===== config.mk =====
export PLATFORM = sky130hd
export DESIGN_NAME = map_rom_arbiter
export DESIGN_NICKNAME = d
export VERILOG_FILES = /design/src/rtl/map_rom_arbiter.sv
export SDC_FILE = /design/constraint.sdc
export NUM_CORES = 1
export LEC_CHECK = 0
export CORE_ASPECT_RATIO = 0.75
export CORE_MARGIN = 4
export CORE_UTILIZATION = 55
export CTS_CLUSTER_DIAMETER = 60
export CTS_CLUSTER_SIZE = 12
export DETAILED_ROUTE_END_ITERATION = 8
export PLACE_DENSITY = 0.81
export SYNTH_ARGS = -nofsm -noshare
export SYNTH_HDL_FRONTEND = slang
export SYNTH_SLANG_ARGS = --single-unit
export TNS_END_PERCENT = 50

===== constraint.sdc =====
create_clock -name Clk -period 10.93 [get_ports Clk]
set_input_delay 2.186 -clock Clk [delete_from_list [all_inputs] [get_ports Clk]]
set_output_delay 2.186 -clock Clk [all_outputs]
set_load 0.02 [all_outputs]

===== src/rtl/map_rom_arbiter.sv =====
// Map ROM arbiter: pixel priority, round-robin collision lookups, starvation override.
// Result at arb cycle +2+ROM_LAT; no backpressure: collision reqs wait, pixel reqs may be dropped (pix_miss).
module map_rom_arbiter #(
  parameter int         ROM_LAT      = 1,
  parameter int         STARVE_LIMIT = 8,
  parameter logic [3:0] WALL_IDX     = 4'd4
) (
  input  logic        Clk,
  input  logic        Reset,
  input  logic        pix_req,
  input  logic [16:0] pix_addr,
  output logic        pix_valid,
  output logic [3:0]  pix_color,
  output logic        pix_miss,
  input  logic        girl_req,
  input  logic [9:0]  girl_x,
  input  logic [9:0]  girl_y,
  output logic        girl_gnt,
  output logic        girl_valid,
  output logic [3:0]  girl_color,
  output logic        girl_wall,
  input  logic        boy_req,
  input  logic [9:0]  boy_x,
  input  logic [9:0]  boy_y,
  output logic        boy_gnt,
  output logic        boy_valid,
  output logic [3:0]  boy_color,
  output logic        boy_wall,
  output logic [16:0] rom_addr,
  input  logic [3:0]  rom_data
);

  localparam logic [7:0] LIMIT   = 8'(STARVE_LIMIT);
  localparam logic [1:0] ID_PIX  = 2'd0;
  localparam logic [1:0] ID_GIRL = 2'd1;
  localparam logic [1:0] ID_BOY  = 2'd2;

  typedef struct packed {
    logic       vld;
    logic [1:0] id;
    logic       oob;
  } tag_t;

  // Screen pixels are 640x480, the map is 200x150: scale by 5/16 per axis.
  function automatic logic [16:0] map_addr(input logic [9:0] x, input logic [9:0] y);
    logic [12:0] x5;
    logic [12:0] y5;
    x5 = 13'(x) * 13'd5;
    y5 = 13'(y) * 13'd5;
    return 17'(x5[12:4]) + 17'(y5[12:4]) * 17'd200;
  endfunction

  tag_t       tag_q [0:ROM_LAT];
  tag_t       next_tag;
  tag_t       ret;
  logic [16:0] next_addr;
  logic       rr_boy;
  logic       girl_mask, boy_mask;
  logic [7:0] girl_cnt, boy_cnt;
  logic       girl_elig, boy_elig;
  logic       girl_starve, boy_starve;
  logic       girl_oob, boy_oob;
  logic       sel_pix, sel_girl, sel_boy, miss;
  logic [3:0] ret_color;
  logic       ret_wall;

  assign girl_oob    = (girl_x >= 10'd640) || (girl_y >= 10'd480);
  assign boy_oob     = (boy_x >= 10'd640) || (boy_y >= 10'd480);
  assign girl_elig   = girl_req && !girl_mask;
  assign boy_elig    = boy_req && !boy_mask;
  assign girl_starve = girl_elig && (girl_cnt == LIMIT);
  assign boy_starve  = boy_elig && (boy_cnt == LIMIT);

  always_comb begin
    sel_pix  = 1'b0;
    sel_girl = 1'b0;
    sel_boy  = 1'b0;
    miss     = 1'b0;
    if (girl_starve || boy_starve) begin
      if (girl_starve && boy_starve) begin
        sel_girl = !rr_boy;
        sel_boy  = rr_boy;
      end else begin
        sel_girl = girl_starve;
        sel_boy  = boy_starve;
      end
      miss = pix_req;
    end else if (pix_req) begin
      sel_pix = 1'b1;
    end else if (girl_elig && boy_elig) begin
      sel_girl = !rr_boy;
      sel_boy  = rr_boy;
    end else begin
      sel_girl = girl_elig;
      sel_boy  = boy_elig;
    end
  end

  always_comb begin
    next_tag  = '0;
    next_addr = rom_addr;
    if (sel_pix) begin
      next_tag  = '{vld: 1'b1, id: ID_PIX, oob: 1'b0};
      next_addr = pix_addr;
    end else if (sel_girl) begin
      next_tag  = '{vld: 1'b1, id: ID_GIRL, oob: girl_oob};
      next_addr = girl_oob ? 17'd0 : map_addr(girl_x, girl_y);
    end else if (sel_boy) begin
      next_tag  = '{vld: 1'b1, id: ID_BOY, oob: boy_oob};
      next_addr = boy_oob ? 17'd0 : map_addr(boy_x, boy_y);
    end
  end

  assign ret       = tag_q[ROM_LAT];
  assign ret_color = ret.oob ? 4'd0 : rom_data;
  assign ret_wall  = ret.oob || (rom_data == WALL_IDX);

  always_ff @(posedge Clk) begin
    if (Reset) begin
      rom_addr   <= '0;
      pix_valid  <= 1'b0;
      pix_color  <= '0;
      pix_miss   <= 1'b0;
      girl_gnt   <= 1'b0;
      girl_valid <= 1'b0;
      girl_color <= '0;
      girl_wall  <= 1'b0;
      boy_gnt    <= 1'b0;
      boy_valid  <= 1'b0;
      boy_color  <= '0;
      boy_wall   <= 1'b0;
      rr_boy     <= 1'b0;
      girl_mask  <= 1'b0;
      boy_mask   <= 1'b0;
      girl_cnt   <= '0;
      boy_cnt    <= '0;
      for (int i = 0; i <= ROM_LAT; i++) tag_q[i] <= '0;
    end else begin
      rom_addr <= next_addr;
      girl_gnt <= sel_girl;
      boy_gnt  <= sel_boy;
      pix_miss <= miss;
      if (sel_girl || sel_boy) rr_boy <= sel_girl;

      tag_q[0] <= next_tag;
      for (int i = 1; i <= ROM_LAT; i++) tag_q[i] <= tag_q[i-1];

      // One outstanding lookup per requester; re-eligible the cycle after its result.
      if (sel_girl)        girl_mask <= 1'b1;
      else if (girl_valid) girl_mask <= 1'b0;
      if (sel_boy)         boy_mask  <= 1'b1;
      else if (boy_valid)  boy_mask  <= 1'b0;

      if (!girl_req || sel_girl)           girl_cnt <= '0;
      else if (girl_elig && girl_cnt != LIMIT) girl_cnt <= girl_cnt + 8'd1;
      if (!boy_req || sel_boy)             boy_cnt  <= '0;
      else if (boy_elig && boy_cnt != LIMIT)   boy_cnt  <= boy_cnt + 8'd1;

      pix_valid  <= ret.vld && (ret.id == ID_PIX);
      girl_valid <= ret.vld && (ret.id == ID_GIRL);
      boy_valid  <= ret.vld && (ret.id == ID_BOY);
      if (ret.vld && ret.id == ID_PIX) pix_color <= rom_data;
      if (ret.vld && ret.id == ID_GIRL) begin
        girl_color <= ret_color;
        girl_wall  <= ret_wall;
      end
      if (ret.vld && ret.id == ID_BOY) begin
        boy_color <= ret_color;
        boy_wall  <= ret_wall;
      end
    end
  end

endmodule


# Word-level counts from Yosys, hierarchy flattened
# Memories as Yosys holds them, arrays and structs flattened.
# Cells that the tools add are included.
op_classes:
  addsub: 4
  muxes: 28
  order_cmp: 4
  n_eq_ne: 7
  bitwise: 3
  n_reduce_logical: 30
  n_mul: 6
ops:
  columns: ["op", "n"]
  rows:
  - ["$mux 17", 5]
  - ["$mul 10x3->13 const B", 4]
  - ["$add 9x17->17", 2]
  - ["$mul 9x5->14 const B", 2]
  - ["$mux 4", 6]
  - ["$ge 10x10->1 const B", 2]
  - ["$ge 10x9->1 const B", 2]
  - ["$mux 1", 17]
  - ["$add 8x1->8 const B", 2]
  - ["$eq 8x4->1 const B", 2]
  - ["$ne 8x4->1 const B", 2]
  - ["$logic_and 1x1->1", 11]
  - ["$logic_or 1x1->1", 7]
  - ["$reduce_or 2->1", 3]
  - ["$logic_not 1->1", 5]
  - ["$eq 4x3->1 const B", 1]
  - ["$reduce_bool 2->1", 2]
  - ["$reduce_bool 3->1", 1]
  - ["$eq 2x1->1 const B", 1]
  - ["$eq 2x2->1 const B", 1]
  - ["$logic_not 2->1", 1]
  - ["$or 1x1->1", 2]
  - ["$not 1->1", 1]
totals:
  mem_count: 1
  reg_bits: 56
  wordCells: 100
  ram_bits: 8
mem_list:
  columns: ["memory", "words", "width", "rd", "rd_clocked_by_memory_dff", "wr", "line_no", "text"]
  rows:
  - ["tag_q", 2, 4, 2, 0, 2, "53", "tag_t tag_q [0:ROM_LAT];"]

# Depth between registers and ports, before layout
# Gate-level depths: netlist of the first run.
depth:
  ltp_word: 10
  depth_mapped: 24
  depth_no_buf: 23

# Worst setup path before layout of the first run
# No wires, ideal clock.
synth_timing:
  kind: "input to register"
  start: "in girl_y[2]"
  end: "reg rom_addr[15]"
  required_ns: 10.844
  setup_time_ns: 0.086
  path_buffers: 1
  arrival_time_ns: 6.769
  slack_ns: 4.076
  stages: 22
  path_cell_list: "ha_1 > ha_1 > a41o_1 > a21oi_1 > o21ai_0 > a21oi_1 > xnor2_1 > ha_1 > ha_1 > inv_1 > fa_1 > inv_1 > ha_1 > buf_2 > or2_2 > o31a_1 > xor2_2 > o2111ai_1 > nor4b_1 > xnor2_1 > nand2_1 > a211oi_1"
synth_between:
  elab_chain_cells: 6
  word_cells_on_any_way: 8
synth_rtl:
  columns: ["item", "line_no", "text"]
  rows:
  - ["start: declaration", "17", "input logic [9:0] girl_y,"]
  - ["$mul 10x3->13", "49", "y5 = 13'(y) * 13'd5;"]
  - ["$mul 9x5->14", "50", "return 17'(x5[12:4]) + 17'(y5[12:4]) * 17'd200;"]
  - ["$add 9x17->17", "50", null]
  - ["$mux 17 *", "107", "next_addr = girl_oob ? 17'd0 : map_addr(girl_x, girl_y);"]
  - ["$mux 17 *", "105", "end else if (sel_girl) begin"]
  - ["$mux 17 *", "102", "if (sel_pix) begin"]
  - ["end signal: assignment", "139", "rom_addr <= next_addr;"]
  - ["end: declaration", "29", "output logic [16:0] rom_addr,"]
# Mark *: on every way between the ends. The rest lies on a longest branch, timed or not.
# A chain may end at the register's enable or synchronous reset.

# Worst setup path after layout of the first run
# Same ends and word-level chain as after synthesis.

==> results of run 1 <==
state kept, by name, summed over array words and instances, names as in the netlist, 4 cells and up:
name	flops
rom_addr	17
boy_cnt	8
girl_cnt	8
tag_q	8
boy_color	4
girl_color	4
pix_color	4
per-stage QoR:
stage / cell area, um2 / utilization [%]
2_1_floorplan: 6720 / -
3_5_place_dp: 7870 / 66.8
4_1_cts: 8170 / 69.4
3_3_place_gp: 7870 / 66.8
5_1_grt: 8170 / 69.4
6_report: 8170 / 69.4
cell families after synthesis:
family,Yosys count,share of synthesized area (%)
flip-flops,64,19.1
AND/OR/NAND/NOR,225,17.4
AO/OA/AOI/OAI,184,18.3
buffers and inverters,79,4.73
XOR/XNOR,75,9.89
adder cells (fa/ha/maj),146,28.8
multiplexers,12,1.79
routing by layer:
layer	vias to the layer above	GRT usage (%)	part of all wire, %
met4	0	5.40	1.2
met3	23	3.63	4.3
met1	2882	34.0	48
li1	2995	-	-
met2	158	40.0	47
met5	-	0	0
path summary, 6_finish.rpt:
kind,startpoint,endpoint,slack [ns]
setup reg to reg,girl_cnt[1],boy_cnt[1],8.10
hold reg to reg,tag_q[0][3],tag_q[0][7],0.44
setup / recovery,girl_y[2],rom_addr[15],3.36
hold / removal,tag_q[0][3],tag_q[0][7],0.44
report_power, final:
group | internal, uW | switching (uW) | leakage [uW]
clock | 179 | 110 | 0.000140
sequential | 247 | 8.42 | 0.000522
combinational | 629 | 847 | 0.00295
total | 1060 | 966 | 0.00361
cell usage in the layout, fill, tap and decap left out, types with 4 or more instances in the layout:
cell type        count
nor3_1               7
a21o_1              11
a41o_1               4
or2_2                5
clkbuf_16            9
inv_1               61
nand2_1             40
o21ai_0             34
xor2_1              26
or3_1                4
clkdlybuf4s50_1    102
and2_1               5
o21a_1               9
nand3b_1             6
mux2i_1             12
nand2b_1            10
nor2_1              78
fa_1                14
nand3_1             16
a21boi_0             4
nand4_1              9
o221ai_1             8
ha_1               132
nor2b_1             21
a21oi_1             48
o211ai_1            15
xnor2_1             48
dfxtp_1             64
o22ai_1              4
a211oi_1             8
worst register-to-register path, stage by stage (launching register included):
cell and delay, ns:
dfxtp_1 0.32, inv_1 0.08, ha_1 0.15, nor4b_4 0.38, o211ai_1 0.21, and2_1 0.21, o31ai_1 0.70, nand3b_1 0.47
a21oi_1 0.24
final cells by class:
cell class / count / area [um2] / share of cell area [%]
Multi-Input combinational cell: 642 / 5120 / 62.7
Sequential cell: 64 / 1280 / 15.7
Timing Repair Buffer: 103 / 1030 / 12.6
Inverter: 61 / 229 / 2.80
Clock buffer: 9 / 225 / 2.76
Tap cell: 162 / 203 / 2.48
Clock inverter: 7 / 81.3 / 0.995
==> reports/metrics.cfg, run 1 <==
[floorplan]
dieArea_um2=14100
die_w_um=136
row_count=34
ios=103
start_util_pct=57.0
die_y_um=104
core_um2=11800

[layout]
finalNetCount=1093
drive_gt1_share_pct=4.51
final_cells=1048
num-fill-cells=919
area_growth_pct=21.6
diodes=0

[setup_path]
cp_top_family=adder cells
path_max_fanout=7
path_buf_inv=4
crit_top_cell=ha_1
required_ns=11.18
r2r_cells=8
path_depth=23
cp_slowest_cell=fa_1
worst_setup_path_start_kind=input pin
slowest_delay_ns=0.53
critPathKind=in2reg
crit_chain=clkdlybuf4s50_1, ha_1, inv_1, fa_1, nor2b_1, o21ai_0, a21oi_1, o21ai_0, nand2b_1, xor2_1, ha_1, ha_1, inv_1, fa_1, inv_1, ha_1, nand4_1, a32oi_1, o2111ai_1, nor4b_1, xnor2_1, nand2_1, a211oi_1
critical_path_arrival_ns=7.82
crit_path_end_kind=register

[logic_synthesis]
syn-num-nets=997
synth_top_area_cell=ha_1
syn_area_um2=6720
syn_avg_cell_area_um2=8.56
yosys_register_bits=64
synth_edf_count=0
yosysTopAreaCellShare_pct=24.6
yosys_warnings=0
synth_ff_type=dfxtp_1
yosys-top-cells-count=ha_1, nor2_1, dfxtp_1
synthArstFlopShare_pct=0
ys_seq_area_share_pct=19.1
synthesis.instances=785
synth.distinct_cells=73
synth_most_common_cell=ha_1
synthTopCellsByArea=ha_1, dfxtp_1, xnor2_1, nor2_1, fa_1

[cts]
post_cts_resized=0
cts_made_buffers=9
clock_latency_ns=0.33
cts_tree=built
clk_pin_slew_ns=0.06
cts_sinks=64
cts-root-buf=clkbuf_16
htree_levels=3
cts_setup_buffers=0
clockBufferDepth=2
cts.hold.buffers_added=0

[global_route]
grt_max_degree=51
grt_first_pass_wirelength_um=28600
grt-ovfl-total=0
antenna_found_initial=0
grt_pass1_vias=5950
grt_usage_pct=24.4

[routing]
via_per_inst=5.78
drt_iter0_drc=402
vias=6058
drtAntennaViolNets=0
wl_um=17000
post_drt_wl_per_cell_um=16.3
drcViolationCount=0
drt_pass1_iterations=4

[pwr]
power_density_nw_per_um2=247
ir_worst_vdd_mv=0.176
power_uw=2020
p_leak_uw=0.00361

[timing]
setup_viol=0
slew_viol_final=0
rsz0062_at_grt=false
fin_crit_sh_pct=69.2
finClkSkew_ns=0.00465
fin_ws_ns=3.36
hold_ws_ns=0.442
slew_headroom_pct=20.7
fin_setup_tns_ns=0
fmaxAchievable_mhz=132
fin_crit_ns=7.57
finalHoldViolations=0
worstMarginPinSlew_ns=1.18

[worst_hold_path]
worstHoldPathCells=1
hp-class=reg2reg

[place]
io_buffers=102
hpwl_um=14000
place.gp.congestion=0.862
dp.cells=1032
pre_cts_slack_ns=3.06

[job]
drv_cap=0

[status]
status=finished clean

Note: power is estimated with default switching activity, not from simulation.
==> run 2, diff against run 1 <==
--- a/config.mk
+++ b/config.mk
@@ -7,11 +7,11 @@
 export LEC_CHECK = 0
 export CORE_ASPECT_RATIO = 0.75
 export CORE_MARGIN = 4
-export CORE_UTILIZATION = 55
+export CORE_UTILIZATION = 51
 export CTS_CLUSTER_DIAMETER = 60
 export CTS_CLUSTER_SIZE = 12
 export DETAILED_ROUTE_END_ITERATION = 8
-export PLACE_DENSITY = 0.81
+export PLACE_DENSITY = 0.79
 export SYNTH_ARGS = -nofsm -noshare
 export SYNTH_HDL_FRONTEND = slang
 export SYNTH_SLANG_ARGS = --single-unit
==> constraint.sdc (replaced) <==
create_clock -name Clk -period 6.4 [get_ports Clk]
set_input_delay 1.28 -clock Clk [delete_from_list [all_inputs] [get_ports Clk]]
set_output_delay 1.28 -clock Clk [all_outputs]
set_load 0.02 [all_outputs]
==> run 2 against run 1 <==
Compared with the run above:
- sequential share of layout area is 1.2 points lower
- highest routed layer unchanged
- wire length is 1.2% lower
- design area is 8.2% higher
==> reports/metrics.cfg, run 2 (synthesized netlist as in run 1, its figures left out) <==
[routing]
post_drt_wl_per_cell_um=15.0  ; -7.6%
drt_pass1_iterations=5  ; +1
drtAntennaViolNets=0  ; unchanged
wl_um=16800  ; -1.2%
via_per_inst=5.58  ; -3.5%
drcViolationCount=0  ; unchanged
drt_iter0_drc=396  ; -1.5%
vias=6252  ; +3.2%

[layout]
layout_commonest_cell=ha_1
area_growth_pct=31.6
largest_reg_flops=17  ; unchanged
register_area_um2=1280  ; unchanged
drive_gt1_share_pct=12.9  ; +8.4 points
multi_input_area_um2=5280  ; +3.0%
num-fill-cells=1029  ; +12%
diodes=0  ; unchanged
finalNetCount=1157  ; +5.9%
largest-register=rom_addr
layout_common_cells=ha_1, clkdlybuf4s50_1, nor2_1

[setup_path]
path_max_fanout=5  ; -2
r2r_slack_ns=3.54  ; -4.56 ns
crit-reg2reg-launch=girl_cnt[1]
critPathKind=in2reg
worst_setup_path_start_kind=input pin
crit_top_cell=ha_1
critical_path_arrival_ns=6.37  ; -1.45 ns
crit_path_end_kind=register
crit_chain=clkdlybuf4s50_1, ha_1, ha_1, buf_4, a21oi_1, o21ai_0, a21oi_2, xnor2_1, ha_1, ha_1, inv_1, fa_1, inv_1, ha_1, nand3_1, o211ai_1, buf_4, or3_1, o221ai_1, xor2_1, a211o_1, nand3_1, o221a_1
rr_endpoint=boy_cnt[1]
cp_slowest_cell=fa_1
cp_top_family=adder cells
slowest_delay_ns=0.54  ; about the same
r2r_cells=8  ; unchanged
path_buf_inv=5  ; +1
required_ns=6.63  ; -4.55 ns

[timing]
setup_viol=0  ; unchanged
slew_viol_final=0  ; unchanged
finalHoldViolations=0  ; unchanged
hold_ws_ns=0.434  ; -0.00804 ns
worstMarginPinSlew_ns=1.19  ; +0.00921 ns
fmaxAchievable_mhz=163
fin_crit_sh_pct=96.0
slew_headroom_pct=20.1  ; -0.62 points
finClkSkew_ns=0.00629  ; +0.00164 ns
fin_crit_ns=6.14
fin_setup_tns_ns=0  ; unchanged

[floorplan]
start_util_pct=52.0  ; -5.0 points
dieArea_um2=15100  ; +7.3%
core_um2=12900  ; +9.7%
die_y_um=107  ; +3.5%
die_w_um=141  ; +3.6%
row_count=36  ; +5.9%
ios=103  ; unchanged

[place]
place.gp.congestion=0.897  ; +4.0%
io_buffers=102  ; unchanged
hpwl_um=13400  ; -4.1%

[cts]
cts-root-buf=clkbuf_16
clk_pin_slew_ns=0.05  ; about the same
cts_tree=built
htree_levels=3  ; unchanged
clock_latency_ns=0.34  ; about the same
cts_made_buffers=9  ; unchanged
clockBufferDepth=2  ; unchanged
cts_sinks=64  ; unchanged

[global_route]
grt_max_degree=51  ; unchanged
grt_pass1_vias=5761  ; -3.2%
antenna_found_initial=0  ; unchanged
grt_first_pass_wirelength_um=27600  ; -3.5%
grt_usage_pct=22.1  ; -2.3 points
grt-ovfl-total=0  ; unchanged

[pwr]
p_leak_uw=0.00398  ; +10%
ir_worst_vdd_mv=0.438  ; +150%
power_density_nw_per_um2=473  ; +91%
power_uw=4190  ; +110%

[worst_hold_path]
min_from=tag_q[0][2]
hold_end=tag_q[0][6]
worstHoldPathCells=1  ; unchanged
hp-class=reg2reg

[status]
status=finished clean

[job]
drv_cap=0  ; unchanged

==> run 2: changes by cell type in the layout (fill, tap and decap cells not counted), sizes merged <==
cell      delta
inv          -1
clkinvlp     -3
bufinv       +1
clkbuf       +2
clkinv       +1
buf         +64
==> run 2: area by class of cell <==
cell class              instances  share of cell area (%)
clock inverters                 5                   0.891
flip-flops and latches         64                    14.5
multi-input cells             642                    59.7
clock buffers                  11                    2.86
well taps                     171                    2.42
inverters                      61                    2.59
repair buffers                167                    17.1
==> run 2: layer usage <==
layer | routed length, um | up-vias | global-route usage, % | share of wire (%)
met5 | 0 | - | 0 | 0
met1 | 8190 | 2926 | 32.2 | 49
li1 | - | 3127 | - | -
met2 | 7530 | 178 | 34.5 | 45
met4 | 201 | 0 | 3.67 | 1.2
met3 | 915 | 21 | 4.09 | 5.4
==> run 2: timing repair <==
action                     4_1_cts  5_1_grt
resized for setup                0       27
hold buffers                     0        0
setup endpoints to repair        0        4
buffers inserted                 0        3
==> run 2: worst max path at each step <==
stage | startpoint | to | slack [ns] | cells after the start
6_report | boy_y[5] | rom_addr[16] | 0.26 | 23
5_1_grt | boy_y[2] | rom_addr[16] | -0.06 | 22
4_1_cts | girl_y[2] | rom_addr[15] | 0.07 | 23
3_5_place_dp | girl_y[2] | rom_addr[15] | -0.27 | 23
3_3_place_gp | girl_y[2] | rom_addr[15] | -0.12 | 23
2_1_floorplan | girl_y[2] | rom_addr[15] | 0.45 | 22
==> run 2: metrics by stage <==
step	instances	area (um2)	util [%]	worst slack (ns)
after floorplan	785	6720	-	0.452
after global placement	1102	8340	64.5	-0.118
after detailed placement	1102	8340	64.5	-0.267
after CTS	1118	8670	67.0	0.0685
after global routing	1121	8840	68.4	-0.0629
final	1121	8840	68.4	0.258
==> run 2: power breakdown <==
| part | internal, uW | switching (uW) |
|---|---|---|
| Sequential | 422 | 13.8 |
| Clock | 361 | 176 |
| Combinational | 1570 | 1640 |
